## src/rtl/sram_axi_bridge.sv

```systemverilog
// -----------------------------------------------------------------------------
// sram_axi_bridge
//
// Purpose:
//   Turns the core's SRAM-like data port (req / addr_ok / data_ok) into
//   single-beat AXI3 master transactions. Only one transaction is in flight
//   at a time. The core stalls on addr_ok / data_ok.
//
// Port summary:
//   clk, resetn          clock (rising edge), asynchronous active-low reset
//   req/wr/size/addr/
//   wdata/wstrb          core request side
//   addr_ok              request accepted this cycle (combinational)
//   data_ok              one-cycle pulse: read data valid / write complete
//   rdata                last read data, held until the next data_ok
//   ar*/r*               AXI3 read address / read data channels
//   aw*/w*/b*            AXI3 write address / write data / write response
//
// Optional build macro:
//   BRIDGE_ERR_LATCH_EN  adds bus_err (sticky SLVERR/DECERR flag) and
//                        err_addr (address of the first failing transaction).
//                        When it is not defined, response codes are ignored.
// -----------------------------------------------------------------------------
module sram_axi_bridge #(
    parameter logic [3:0]  AXI_ID = 4'd0,
    parameter int unsigned ADDR_W = 32
) (
    input  logic              clk,
    input  logic              resetn,
`ifdef BRIDGE_ERR_LATCH_EN
    output logic              bus_err,
    output logic [ADDR_W-1:0] err_addr,
`endif
    // core side
    input  logic              req,
    input  logic              wr,
    input  logic [1:0]        size,
    input  logic [ADDR_W-1:0] addr,
    input  logic [31:0]       wdata,
    input  logic [3:0]        wstrb,
    output logic              addr_ok,
    output logic              data_ok,
    output logic [31:0]       rdata,
    // AXI read address channel
    output logic [3:0]        arid,
    output logic [ADDR_W-1:0] araddr,
    output logic [3:0]        arlen,
    output logic [2:0]        arsize,
    output logic [1:0]        arburst,
    output logic [1:0]        arlock,
    output logic [3:0]        arcache,
    output logic [2:0]        arprot,
    output logic              arvalid,
    input  logic              arready,
    // AXI read data channel
    input  logic [31:0]       rdata_axi,
    input  logic [1:0]        rresp,
    input  logic              rlast,
    input  logic              rvalid,
    output logic              rready,
    // AXI write address channel
    output logic [3:0]        awid,
    output logic [ADDR_W-1:0] awaddr,
    output logic [3:0]        awlen,
    output logic [2:0]        awsize,
    output logic [1:0]        awburst,
    output logic [1:0]        awlock,
    output logic [3:0]        awcache,
    output logic [2:0]        awprot,
    output logic              awvalid,
    input  logic              awready,
    // AXI write data channel
    output logic [3:0]        wid,
    output logic [31:0]       wdata_axi,
    output logic [3:0]        wstrb_axi,
    output logic              wlast,
    output logic              wvalid,
    input  logic              wready,
    // AXI write response channel
    input  logic [1:0]        bresp,
    input  logic              bvalid,
    output logic              bready
);

    localparam logic [2:0] ST_IDLE  = 3'd0;
    localparam logic [2:0] ST_RD_A  = 3'd1;
    localparam logic [2:0] ST_RD_D  = 3'd2;
    localparam logic [2:0] ST_WR_AW = 3'd3;
    localparam logic [2:0] ST_WR_B  = 3'd4;
    localparam logic [2:0] ST_DONE  = 3'd5;

    logic [2:0]        state_q,   state_d;
    logic              aw_done_q, aw_done_d;
    logic              w_done_q,  w_done_d;
    logic [1:0]        size_q,    size_d;
    logic [ADDR_W-1:0] addr_q,    addr_d;
    logic [31:0]       wdata_q,   wdata_d;
    logic [3:0]        wstrb_q,   wstrb_d;
    logic [31:0]       rdata_q,   rdata_d;

    logic aw_fire;
    logic w_fire;
    logic r_fire;
    logic b_fire;

    // Single-beat transfers: the last-beat flag carries no information.
    logic unused_inputs;
    assign unused_inputs = &{1'b0, rlast, rresp, bresp};

    // ------------------------------------------------------------------
    // Outputs decoded straight from the state register, so an async reset
    // removes every valid/ready in the same instant.
    // ------------------------------------------------------------------
    assign addr_ok   = (state_q == ST_IDLE) & req;
    assign data_ok   = (state_q == ST_DONE);
    assign rdata     = rdata_q;

    assign arvalid   = (state_q == ST_RD_A);
    assign rready    = (state_q == ST_RD_D);
    assign awvalid   = (state_q == ST_WR_AW) & ~aw_done_q;
    assign wvalid    = (state_q == ST_WR_AW) & ~w_done_q;
    assign bready    = (state_q == ST_WR_B);

    assign araddr    = addr_q;
    assign awaddr    = addr_q;
    assign arsize    = {1'b0, size_q};
    assign awsize    = {1'b0, size_q};
    assign wdata_axi = wdata_q;
    assign wstrb_axi = wstrb_q;
    assign wlast     = 1'b1;

    assign arid      = AXI_ID;
    assign awid      = AXI_ID;
    assign wid       = AXI_ID;
    assign arlen     = 4'd0;
    assign awlen     = 4'd0;
    assign arburst   = 2'b01;
    assign awburst   = 2'b01;
    assign arlock    = 2'b00;
    assign awlock    = 2'b00;
    assign arcache   = 4'd0;
    assign awcache   = 4'd0;
    assign arprot    = 3'd0;
    assign awprot    = 3'd0;

    assign aw_fire   = awvalid & awready;
    assign w_fire    = wvalid & wready;
    assign r_fire    = rready & rvalid;
    assign b_fire    = bready & bvalid;

    // ------------------------------------------------------------------
    // Next-state logic
    // ------------------------------------------------------------------
    always_comb begin
        state_d   = state_q;
        aw_done_d = aw_done_q;
        w_done_d  = w_done_q;
        size_d    = size_q;
        addr_d    = addr_q;
        wdata_d   = wdata_q;
        wstrb_d   = wstrb_q;
        rdata_d   = rdata_q;

        case (state_q)
            ST_IDLE: begin
                if (req) begin
                    size_d    = size;
                    addr_d    = addr;
                    wdata_d   = wdata;
                    wstrb_d   = wstrb;
                    aw_done_d = 1'b0;
                    w_done_d  = 1'b0;
                    state_d   = wr ? ST_WR_AW : ST_RD_A;
                end
            end
            ST_RD_A: begin
                if (arready) begin
                    state_d = ST_RD_D;
                end
            end
            ST_RD_D: begin
                if (rvalid) begin
                    rdata_d = rdata_axi;
                    state_d = ST_DONE;
                end
            end
            ST_WR_AW: begin
                // Address and data channels complete independently; move on
                // once both have handshaken (possibly in the same cycle).
                aw_done_d = aw_done_q | aw_fire;
                w_done_d  = w_done_q | w_fire;
                if ((aw_done_q | aw_fire) & (w_done_q | w_fire)) begin
                    state_d = ST_WR_B;
                end
            end
            ST_WR_B: begin
                if (bvalid) begin
                    state_d = ST_DONE;
                end
            end
            ST_DONE: begin
                // addr_ok is low here, giving one dead cycle between requests.
                state_d = ST_IDLE;
            end
            default: begin
                state_d = ST_IDLE;
            end
        endcase
    end

    always_ff @(posedge clk or negedge resetn) begin
        if (!resetn) begin
            state_q   <= ST_IDLE;
            aw_done_q <= 1'b0;
            w_done_q  <= 1'b0;
            size_q    <= 2'd0;
            addr_q    <= '0;
            wdata_q   <= 32'd0;
            wstrb_q   <= 4'd0;
            rdata_q   <= 32'd0;
        end else begin
            state_q   <= state_d;
            aw_done_q <= aw_done_d;
            w_done_q  <= w_done_d;
            size_q    <= size_d;
            addr_q    <= addr_d;
            wdata_q   <= wdata_d;
            wstrb_q   <= wstrb_d;
            rdata_q   <= rdata_d;
        end
    end

`ifdef BRIDGE_ERR_LATCH_EN
    // ------------------------------------------------------------------
    // Sticky error capture: bit 1 of RRESP/BRESP marks SLVERR/DECERR.
    // err_addr only records the first failure after reset.
    // ------------------------------------------------------------------
    logic              bus_err_q,  bus_err_d;
    logic [ADDR_W-1:0] err_addr_q, err_addr_d;
    logic              resp_err;

    assign resp_err = (r_fire & rresp[1]) | (b_fire & bresp[1]);

    always_comb begin
        bus_err_d  = bus_err_q;
        err_addr_d = err_addr_q;
        if (resp_err) begin
            bus_err_d = 1'b1;
            if (!bus_err_q) begin
                err_addr_d = addr_q;
            end
        end
    end

    always_ff @(posedge clk or negedge resetn) begin
        if (!resetn) begin
            bus_err_q  <= 1'b0;
            err_addr_q <= '0;
        end else begin
            bus_err_q  <= bus_err_d;
            err_addr_q <= err_addr_d;
        end
    end

    assign bus_err  = bus_err_q;
    assign err_addr = err_addr_q;
`else
    logic unused_fires;
    assign unused_fires = &{1'b0, r_fire, b_fire};
`endif

endmodule

```

## config.mk

```make
export PLATFORM = sky130hd
export DESIGN_NAME = sram_axi_bridge
export DESIGN_NICKNAME = d
export VERILOG_FILES = /design/src/rtl/sram_axi_bridge.sv
export SDC_FILE = /design/constraint.sdc
export NUM_CORES = 1
export LEC_CHECK = 0
export CORE_ASPECT_RATIO = 0.5
export CORE_MARGIN = 2
export CORE_UTILIZATION = 41
export DETAILED_ROUTE_END_ITERATION = 10
export PLACE_DENSITY_LB_ADDON = 0.15
export SLEW_MARGIN = 10
export SYNTH_ARGS = -nofsm -noshare
export SYNTH_HDL_FRONTEND = slang
export SYNTH_SLANG_ARGS = --single-unit
```

## constraint.sdc

```tcl
create_clock -name clk -period 4.16 [get_ports clk]
set_clock_uncertainty 0.15 [all_clocks]
set_input_delay 0.624 -clock clk [delete_from_list [all_inputs] [get_ports clk]]
set_output_delay 0.624 -clock clk [all_outputs]
set_load 0.01 [all_outputs]
```

==> impl_results.md <==
- Leakage: 3.269 nW
- Worst r2r src: state_q[1]
- Fin crit share: 74.29%
- CTS max path bufs: 2
- Crit path top cell by count: clkdlybuf4s50_1
- Commonest non-fill, non-tap cell in the layout: clkdlybuf4s50_1
- Clock Latency Late Sink: 0.33 ns
- Fmax: 0.3236 GHz
- Die H: 82.88 µm
- Worst-Margin Slew: 0.9023 ns
- Final setup viols: 0
- Max-cap violations: 0
- R2r endpoint: araddr[4]
- CTS sink count: 107
- Critical-path top delay cell: clkdlybuf4s50_1
- CP max stage delay: 0.59 ns
- WS Path Type: in2out
- Vias/cell: 4.375
- Leading cell types in the layout, fill and taps excluded: clkdlybuf4s50_1 (252), dfrtp_1 (107), mux2_4 (69), conb_1 (45), mux2_2 (33)
- GPL Wtd Cong: 0.7695
- Area grow syn2layout: 48.16%
- Starting Density: 42.59%
- DRC violations left: 0
- Peak VDD IR: 0.0003249 V
- Fin nets: 672
- GR Util All Layers: 17.22%
- Worst R2R Path Depth: 4
- Cell area after synthesis: 0.005102 mm²
- Slew headroom: 39.84%
- Core area: 0.01198 mm²
- RSZ-0062 raised after global routing: no
- Met2 GRT Util: 31.06%
- Clock Tree Root: clkbuf_16
- Synth top area share: 52.48%
- Max FO, Critical Path: 3
- Hold-fix buffers, CTS: 0
- Yosys cell types: 28
- Critical path launch point type: input pin
- Global routing's busiest layer: met2
- Die Footprint: 0.01341 mm²
- Worst path required time: 3.39 ns
- Htree depth: 3
- CTS tree: done
- Yosys warns: 0
- Met3 GRT Util: 4.346%
- Status: complete, no violations
- Initial antenna violation count: 0
- Syn avg cell area: 15.10 µm²
- Rows: 28
- Placed inst area: 0.007263 mm²
- Critical Path End Type: output pin
- Hold WC Path Type: in2async
- Met1 usage: 20.33%
- Dpl hpwl: 8.729 mm
- Min cycle time layout: 3.090 ns
- Routed wire length: 11.79 mm
- DRT Pass-1 Iters: 4
- Cts bufs inserted: 9
- Fraction of layout cells with a size suffix above 1: 22.28%
- Synth area leaders: dfrtp_1 (52%), mux2_4 (20%), buf_4 (12%)
- IO Port Bufs: 253
- Seq/Total Area, Yosys: 52.48%
- Largest net degree at the start of global routing: 71
- Critical-path cell list: clkdlybuf4s50_1, or3b_4, nor2_8, clkdlybuf4s50_1
- Max Slew Vio Count: 0
- Post-route ant nets: 0
- Pwr per Cell Area: 781.3 mW/mm²
- FF-to-FF setup slack: 1.90 ns
- Final Hold Vio Count: 0
- Post-CTS sizing: 0
- Cells after synthesis: 338
- I/O pin count: 304
- Final Cell Area: 0.007560 mm²
- Yosys top cell by area: dfrtp_1
- Average wire per standard cell: 16.24 µm
- Top delay family on crit path: buffers and inverters
- Vias in the first global route: 3,134
- First-pass GRT wire length: 18.02 mm
- CTS clk-pin slew, worst paths: 0.07 ns
- First DRT Iteration DRCs: 103
- Die X-Extent: 161.8 µm
- CP Data Arrival Time: 2.32 ns
- Setup Buffers After CTS: 0
- Crit path from: req
- CP Buf/Inv Count: 2
- Vias: 3,176
- ANT cells: 0
- Setup_tns: 0 ns
- Util after Layout: 63.10%
- Overflow left after global routing: 0
- Flops & latches, synth: 107
logic make-up (layout without fill, tap and decap cells):
| logic type | Yosys count | count (layout) | synth area share, % |
|---|---|---|---|
| and+or+nand+nor | 19 | 19 | 2.599 |
| AOI/OAI and AO/OA | 13 | 13 | 1.496 |
| muxes | 104 | 104 | 28.00 |
| DFF | 107 | 107 | 52.48 |
| buffers and inverters | 93 | 273 | 15.28 |
| other | 2 | 45 | 0.1472 |
final cells by class:
class                           count  area (µm²)
Multi-Input combinational cell    181        1807
Sequential cell                   107        2678
Clock buffer                       12       246.5
Fill cell                         983        4422
Tap cell                          165       206.4
Timing Repair Buffer              257        2572
Clock inverter                      4       50.05
cells in the mapped netlist:
cell / number
dfrtp_1: 107
buf_6: 1
nor2_1: 5
a2bb2oi_1: 1
o21ai_0: 1
nor3b_2: 1
mux2_1: 1
or2_2: 1
o2bb2ai_1: 1
nand2b_1: 2
or3b_4: 1
conb_1: 2
and2_1: 2
mux2_2: 33
clkbuf_1: 2
mux2_4: 69
o22ai_1: 3
buf_12: 7
nand2_1: 1
nor2_8: 1
clkbuf_2: 1
nand3b_1: 1
buf_4: 82
nor2b_1: 2
and2b_1: 1
nor3b_1: 1
a21oi_1: 7
mux2i_1: 1
per-layer routing:
metal | vias to the layer above | wire length (µm)
li1 | 1455 | -
met3 | 16 | 738
met5 | - | 0
met1 | 1562 | 4667
met2 | 143 | 6135
met4 | 0 | 247
sequential cells by signal (all words and copies together) (netlist names):
register   flops
wstrb_axi      4
araddr        32
rdata         32
wdata_axi     32
state_q        3
size_q         2
w_done_q       1
aw_done_q      1
through the flow:
stage	power, mW	worst slack (ns)	std cells	hold WS [ns]
after global routing	6.229	1.047	726	0.3351
after detailed placement	5.098	1.060	710	0.3290
after CTS	5.981	1.060	726	0.2955
after floorplan	3.704	1.930	381	0.1784
final	5.907	1.070	726	0.2603
after global placement	5.039	1.069	710	0.3189
worst max-delay path by stage:
stage                     endpoint  slack (ns)  cells after the start
after floorplan            addr_ok        1.93                      3
after global placement     addr_ok        1.07                      4
after detailed placement   addr_ok        1.06                      4
after CTS                  addr_ok        1.06                      4
after global routing       addr_ok        1.05                      4
final                      addr_ok        1.07                      4
power by group:
| group | total, mW | switching [mW] | internal [mW] |
|---|---|---|---|
| clock network | 0.854 | 0.371 | 0.483 |
| registers | 1.95 | 0.371 | 1.58 |
| logic | 3.11 | 1.06 | 2.05 |
| total | 5.91 | 1.80 | 4.11 |
Note: power is estimated with default switching activity, not from simulation.
